===== config.mk =====
export PLATFORM = sky130hd
export DESIGN_NAME = btn_conv_sequencer
export DESIGN_NICKNAME = d
export VERILOG_FILES = /design/src/rtl/btn_conv_sequencer.sv
export SDC_FILE = /design/constraint.sdc
export NUM_CORES = 1
export LEC_CHECK = 0
export CAP_MARGIN = 20
export CORE_UTILIZATION = 25
export DETAILED_ROUTE_END_ITERATION = 12
export PLACE_DENSITY = 0.47
export SLEW_MARGIN = 20
export SYNTH_ARGS = -nofsm -noshare
export SYNTH_HDL_FRONTEND = slang
export SYNTH_SLANG_ARGS = --single-unit

===== constraint.sdc =====
create_clock -name clk -period 1.8 [get_ports clk]
set_clock_uncertainty 0.15 [all_clocks]
set_input_delay 0.45 -clock clk [delete_from_list [all_inputs] [get_ports clk]]
set_output_delay 0.45 -clock clk [all_outputs]
set_load 0.01 [all_outputs]

===== src/rtl/btn_conv_sequencer.sv =====
// Debounced two-button controller sequencing 4-bit binary<->Gray conversions.
// Result is latched onto led only when a conversion completes.
module btn_conv_sequencer #(
   parameter int WIDTH     = 4,
   parameter int DB_CYCLES = 16
) (
   input  logic             clk,
   input  logic             btn_rst_n,
   input  logic [WIDTH-1:0] sw,
   input  logic             btn_b2g,
   input  logic             btn_g2b,
   output logic [WIDTH-1:0] led,
   output logic             busy,
   output logic             done
);

   localparam int CNT_W = $clog2(DB_CYCLES);
   localparam int IDX_W = $clog2(WIDTH);
   localparam logic [CNT_W-1:0] CNT_LAST = CNT_W'(DB_CYCLES - 1);
   localparam logic [IDX_W-1:0] IDX_MSB  = IDX_W'(WIDTH - 1);

   typedef enum logic [2:0] {
      S_IDLE, S_LOAD, S_B2G_CALC, S_G2B_SHIFT, S_DONE
   } state_t;

   state_t           state, state_nx;
   logic [1:0]       btn_raw, sync1, sync2, db_level, db_rise, pend, pend_nx;
   logic [CNT_W-1:0] db_cnt [2];
   logic             op_g2b;
   logic [WIDTH-1:0] operand, result, result_nx, result_shr;
   logic [IDX_W-1:0] idx;

   // Bit 0 carries the b2g button, bit 1 the g2b button.
   assign btn_raw = {btn_g2b, btn_b2g};

   // NOTE: sequential state uses non-blocking assignments so every flop samples pre-edge values.
   always_ff @(posedge clk or negedge btn_rst_n) begin
      if (!btn_rst_n) begin
         sync1 <= '0;
         sync2 <= '0;
      end else begin
         sync1 <= btn_raw;
         sync2 <= sync1;
      end
   end

   always_ff @(posedge clk or negedge btn_rst_n) begin
      if (!btn_rst_n) begin
         db_level <= '0;
         for (int i = 0; i < 2; i++) db_cnt[i] <= '0;
      end else begin
         for (int i = 0; i < 2; i++) begin
            if (sync2[i] != db_level[i]) begin
               if (db_cnt[i] == CNT_LAST) begin
                  db_level[i] <= sync2[i];
                  db_cnt[i]   <= '0;
               end else begin
                  db_cnt[i] <= db_cnt[i] + CNT_W'(1);
               end
            end else begin
               db_cnt[i] <= '0;
            end
         end
      end
   end

   // A rise is flagged on the same edge the debounced level flips to 1.
   always_comb begin
      for (int i = 0; i < 2; i++)
         db_rise[i] = sync2[i] & ~db_level[i] & (db_cnt[i] == CNT_LAST);
   end

   always_comb begin
      pend_nx = pend;
      if (state == S_LOAD) pend_nx[op_g2b] = 1'b0;
      pend_nx = pend_nx | db_rise;
   end

   // NOTE: every always_comb output gets a default first so no latch is inferred.
   always_comb begin
      state_nx = state;
      busy     = (state != S_IDLE);
      done     = 1'b0;
      case (state)
         S_IDLE:      if (pend != 2'b00) state_nx = S_LOAD;
         S_LOAD:      state_nx = op_g2b ? S_G2B_SHIFT : S_B2G_CALC;
         S_B2G_CALC:  state_nx = S_DONE;
         S_G2B_SHIFT: if (idx == '0) state_nx = S_DONE;
         S_DONE: begin
            done     = 1'b1;
            state_nx = S_IDLE;
         end
         default:     state_nx = S_IDLE;
      endcase
   end

   always_ff @(posedge clk or negedge btn_rst_n) begin
      if (!btn_rst_n) state <= S_IDLE;
      else            state <= state_nx;
   end

   // result_shr[i] is result[i+1], and 0 above the MSB.
   assign result_shr = result >> 1;

   always_comb begin
      result_nx = result;
      if (state == S_B2G_CALC)  result_nx = operand ^ (operand >> 1);
      if (state == S_G2B_SHIFT) result_nx[idx] = operand[idx] ^ result_shr[idx];
   end

   // NOTE: datapath registers are reset too, so nothing stale can reach led after reset.
   always_ff @(posedge clk or negedge btn_rst_n) begin
      if (!btn_rst_n) begin
         pend    <= '0;
         op_g2b  <= 1'b0;
         operand <= '0;
         result  <= '0;
         idx     <= '0;
         led     <= '0;
      end else begin
         pend   <= pend_nx;
         result <= result_nx;
         if (state == S_IDLE) op_g2b <= ~pend[0];
         if (state == S_LOAD) begin
            operand <= sw;
            idx     <= IDX_MSB;
         end
         if (state == S_G2B_SHIFT) idx <= idx - IDX_W'(1);
         // led is loaded on entry to DONE so it is valid during the done pulse.
         if (state_nx == S_DONE) led <= result_nx;
      end
   end

endmodule


* Word level (Yosys, flattened, before mapping) *
Cells that the tools add are included.

operators by class
  mux-type cells = 23
  $add $sub $neg = 3
  reductions and logical operators = 9
  equality and inequality tests = 9
  bitwise operators = 12
  magnitude comparators = 4

operators by type and width
  kind                 count
  $mux 4               6
  $pmux 3 s4           1
  $add 4x1->4 const B  2
  $eq 4x4->1 const B   2
  $eq 3x2->1 const B   2
  $eq 3x3->1 const B   2
  $mux 1               6
  $mux 2               3
  $mux 3               2
  $and 1x1->1          4
  $bmux 1 s2           2
  $bwmux 4             1
  $reduce_and 2->1     2
  $reduce_bool 2->1    2
  $xor 4x3->4          1
  $eq 3x1->1 const B   1
  $logic_not 3->1      1
  $lt 2x3->1 const B   1
  $not 1->1            3
  $reduce_bool 3->1    1
  $and 2x2->2          1
  $demux 1 s2          1
  $ge 2x1->1 const B   1
  $logic_and 1x1->1    2
  9 further kinds      10

word-level totals
  logic and storage cells = 73
  register bits after elaboration = 34

* Depth between registers and ports, before layout *
Gate-level depths: netlist of the first run.

  depth in word-level cells = 8
  mapped depth = 7
  mapped depth without buffers = 7

* Worst setup path before layout of the first run *
No wires, ideal clock.

  path type = reg-to-output
  start point = reg state[0]
  end point = out busy
  slack = 182 ps
  arrival = 1,018 ps
  buffers on the path = 1
  required time = 1,200 ps
  cell stages (with the launch flop) = 3
  path through = dfrtp_1 buf_2 or3_1

between the ends
  cells in the longest elaborated chain, start to end = 1

ends and longest elaborated chain
  element                 line  source
  start, declared         26    state_t state, state_nx;
  start signal, assigned  99    else state <= state_nx;
  $reduce_bool 3->1       82    busy = (state != S_IDLE);
  end, declared           13    output logic busy,

No other way between the ends.

* Worst setup path in the final report of the first run *
  start point = reg state[1]
  end point = out busy

The elaborated chain is that of the path after synthesis.

==> summary.txt, run 1 <==
Critical path
  • Worst EP arrival: 1.19 ns
  • Req. time, crit path: 1.20 ns
  • Critical path's largest stage delay: 0.40 ns
  • Crit path launch type: flop
  • Worst Setup SP: state[1]$_DFF_PN0_
  • Critical R2R Launch: db_cnt[0]$_DFF_PN0_
  • Setup CP Type: flop to output pin
  • R2R Setup Slk: 0.19 ns
  • Worst path cell trace: or3_4, buf_6
  • Slowest library cell on the worst path: or3_4
  • Crit Path Max Fanout: 3
  • Critical Path End Type: output pin

Pwr
  • Total power: 2.015 mW
  • Leak Pwr: 0.9469 nW
  • PwrDens: 997.3 mW/mm²
  • Max VDD drop: 0.4123 mV

Detailed routing
  • Vias: 1134
  • Per-cell routed wire length: 11.96 µm
  • Post-route ant nets: 0
  • Drt total wl: 2.978 mm
  • WL met2: 1.499 mm
  • DR pass1 iterations: 4
  • DRC Markers: 0
  • WL met3: 101 µm
  • Iteration-0 DRC Markers: 47
  • DRT met1 WL: 1.366 mm
  • Top Layer Used: met4
  • Post-DR vias/cell: 4.554

Die
  • Core footprint: 0.006026 mm²
  • Starting density of the core: 26.43%
  • Full die area: 0.006695 mm²
  • DIE HEIGHT: 81.82 µm
  • Num ports: 14
  • DIE WIDTH: 81.82 µm
  • Cell row count: 28

Status
  • Outcome: finished, final reports clean

CTS
  • H-tree depth: 2
  • CTS Sinks: 33
  • CTS tree: built
  • Post-CTS Hold Fix Bufs: 0
  • Root Driver: clkbuf_8
  • Reg clk slew, reported paths: 0.06 ns
  • CTS buffer count: 5
  • CTS Buffer Depth: 2
  • Later-pin clock latency in the skew report: 0.28 ns

GRT
  • Gr ovfl total: 0
  • Vias in the first global route: 1132
  • Global-route wire length before repair: 5.092 mm
  • Largest net degree at the start of global routing: 34
  • Initial antenna violation count: 0
  • Total Routing Usage GR: 10.12%

Finish
  • Footprint of the multi-input gates: 734.5 µm²
  • # nets final: 189
  • Layout Cells excl Fill: 249
  • Number of fill cells: 619
  • Layout cells sized above 1: 16.09%
  • Register Area: 825.8 µm²
  • Ant diodes: 0
  • Synth-to-Final Area Change: 26.87%

Run
  • Max-cap violations: 0

Synth
  • Top_reg_cell synth: dfrtp_1
  • Synth unique cells: 33
  • EDFF count, synth: 0
  • Synth warnings: 0
  • Async S/R FF share, synth: 100.0%
  • Cell Area, Synth: 0.001593 mm²
  • Yosys reg bits: 33
  • Mean Syn Cell Area: 10.91 µm²
  • Synth Instances: 146
  • Seq/Total Area, Yosys: 51.85%
  • Mapped Nets: 162

Min path
  • Min-delay worst type: flop to flop
  • Min-delay src: sync1[0]$_DFF_PN0_

STA
  • Slew margin rel.: 81.67%
  • Final Hold Viols: 0
  • Slew Limit Fails: 0
  • Period utilization: 99.62%
  • Setup violations, final: 0
  • Final worst path period need: 1.793 ns
  • Final worst slack: 0.006842 ns
  • Slew @ Worst Pin: 0.2741 ns
  • Max Clock Freq: 557.7 MHz
  • RSZ-0062 raised after global routing: true

Place
  • RePlAce Congestion: 0.7908
  • Dpl ws: -0.05477 ns
  • Post-detail-place hpwl: 2.173 mm
  • Placed insts: 241
  • Port bufs: 13
==> timing repair <==
item,CTS,global route
pin swaps,1,0
setup buffers,0,0
endpoints found under the setup margin,2,5
resized for setup,5,6
==> report_power, final <==
part           switching [mW]  internal (mW)
combinational           0.214          0.213
sequential             0.0668          0.808
clock                   0.262          0.451
total                   0.543           1.47
==> layout by cell type, fill, tap and decap left out, types with 2 or more instances in the layout <==
| cell | synthesis | layout |
|---|---|---|
| dfrtp_1 | 33 | 33 |
| o21ai_1 | 2 | 2 |
| mux2i_1 | 4 | 4 |
| and3_1 | 5 | 5 |
| ha_1 | 8 | 8 |
| nor2b_1 | 7 | 7 |
| inv_1 | 9 | 9 |
| o21ai_0 | 10 | 10 |
| nor2_1 | 7 | 7 |
| clkbuf_8 | 0 | 6 |
| dlymetal6s2s_1 | 0 | 2 |
| nand3_1 | 6 | 6 |
| xor2_1 | 3 | 3 |
| buf_4 | 0 | 8 |
| mux2_2 | 5 | 5 |
| nand4b_1 | 2 | 2 |
| xnor2_1 | 5 | 5 |
| nand2_1 | 7 | 7 |
| a21oi_1 | 7 | 7 |
| o31a_1 | 2 | 2 |
| nor3b_1 | 3 | 3 |
| nand2b_1 | 4 | 4 |
| nor3_1 | 2 | 2 |
| clkdlybuf4s50_1 | 0 | 9 |
==> flip-flops by register name (all words and copies together) (netlist names) <==
signal	count
db_cnt	8
state	3
op_g2b	1
result	3
db_level	2
idx	2
led	4
operand	4
sync1	2
sync2	2
pend	2
==> area by class of cell <==
| cell class | count | area share (%) |
|---|---|---|
| Clock buffer | 7 | 4.272 |
| Clock inverter | 1 | 1.486 |
| Inverter | 9 | 1.672 |
| Multi-Input combinational cell | 102 | 36.35 |
| Sequential cell | 33 | 40.87 |
| Tap cell | 75 | 4.644 |
| Timing Repair Buffer | 22 | 10.71 |
==> stage by stage <==
stage                     cell area, µm²  hold slack (ns)  setup TNS, ns  util, %
after floorplan                     1593         0.004409              0        -
after global placement              1887           0.1822       -0.03955    31.31
after detailed placement            1887           0.1918       -0.05477    31.31
after CTS                           1997           0.2078       -0.02799    33.14
after global routing                2021           0.2166       -0.03599    33.53
final                               2021           0.2006              0    33.53
==> synth_stat cells (2+ instances only) <==
cell       n  area [µm²]
buf_2      2       10.01
ha_1       8       100.1
dfrtp_1   33       825.8
nand2_1    7       26.28
o21ai_0   10       50.05
a31oi_1    2       12.51
inv_1      9       33.78
mux2_2     5       56.30
mux2i_1    4       40.04
nand2b_1   4       25.02
nand4b_1   2       17.52
nor3b_1    3       22.52
o21ai_1    2       10.01
and3_1     5       31.28
nand3_1    6       30.03
nor3_1     2       10.01
xnor2_1    5       43.79
a21oi_1    7       35.03
xor2_1     3       26.28
nor2b_1    7       43.79
nor2_1     7       26.28
o31a_1     2       17.52
==> final timing paths <==
check / end / depth (start not counted)
worst min-delay path: sync2[0]$_DFF_PN0_ / 0
worst max-delay path: busy / 2
max in group asynchronous: pend[0]$_DFF_PN0_ / 2
min in group asynchronous: led[3]$_DFFE_PN0N_ / 2
worst min register to register: sync2[0]$_DFF_PN0_ / 0
worst max register to register: db_level[1]$_DFFE_PN0P_ / 4
==> cells by family (layout without fill, tap and decap cells) <==
logic type	after synthesis	count (layout)	share of synthesized area [%]
AOI/OAI and AO/OA	28	28	10.61
adders and majority gates	8	8	6.285
and+or+nand+nor	49	49	18.07
xor gates and xnor gates	8	8	4.399
muxes	9	9	6.049
DFF	33	33	51.85
buffers and inverters	11	39	2.749
==> routing by layer <==
layer  track usage, %  vias to the layer above
met5                0                        -
met4            3.158                        0
met3            3.000                        2
met2            17.11                       13
met1            12.28                      554
li1                 -                      565
==> critical path: cells and delay by family (launching register included) <==
| kind | cells | cell delay [ns] |
|---|---|---|
| buffers and inverters | 1 | 0.13 |
| flip-flops | 1 | 0.39 |
| AND/OR/NAND/NOR | 1 | 0.40 |
No activity file was read; power rests on OpenSTA's default activity.
==> run 2, diff against run 1 <==
- CTS_CLUSTER_SIZE: not set -> 10
==> results of run 2 <==
Final layout, timing and power as in run 1 (identical DEF).
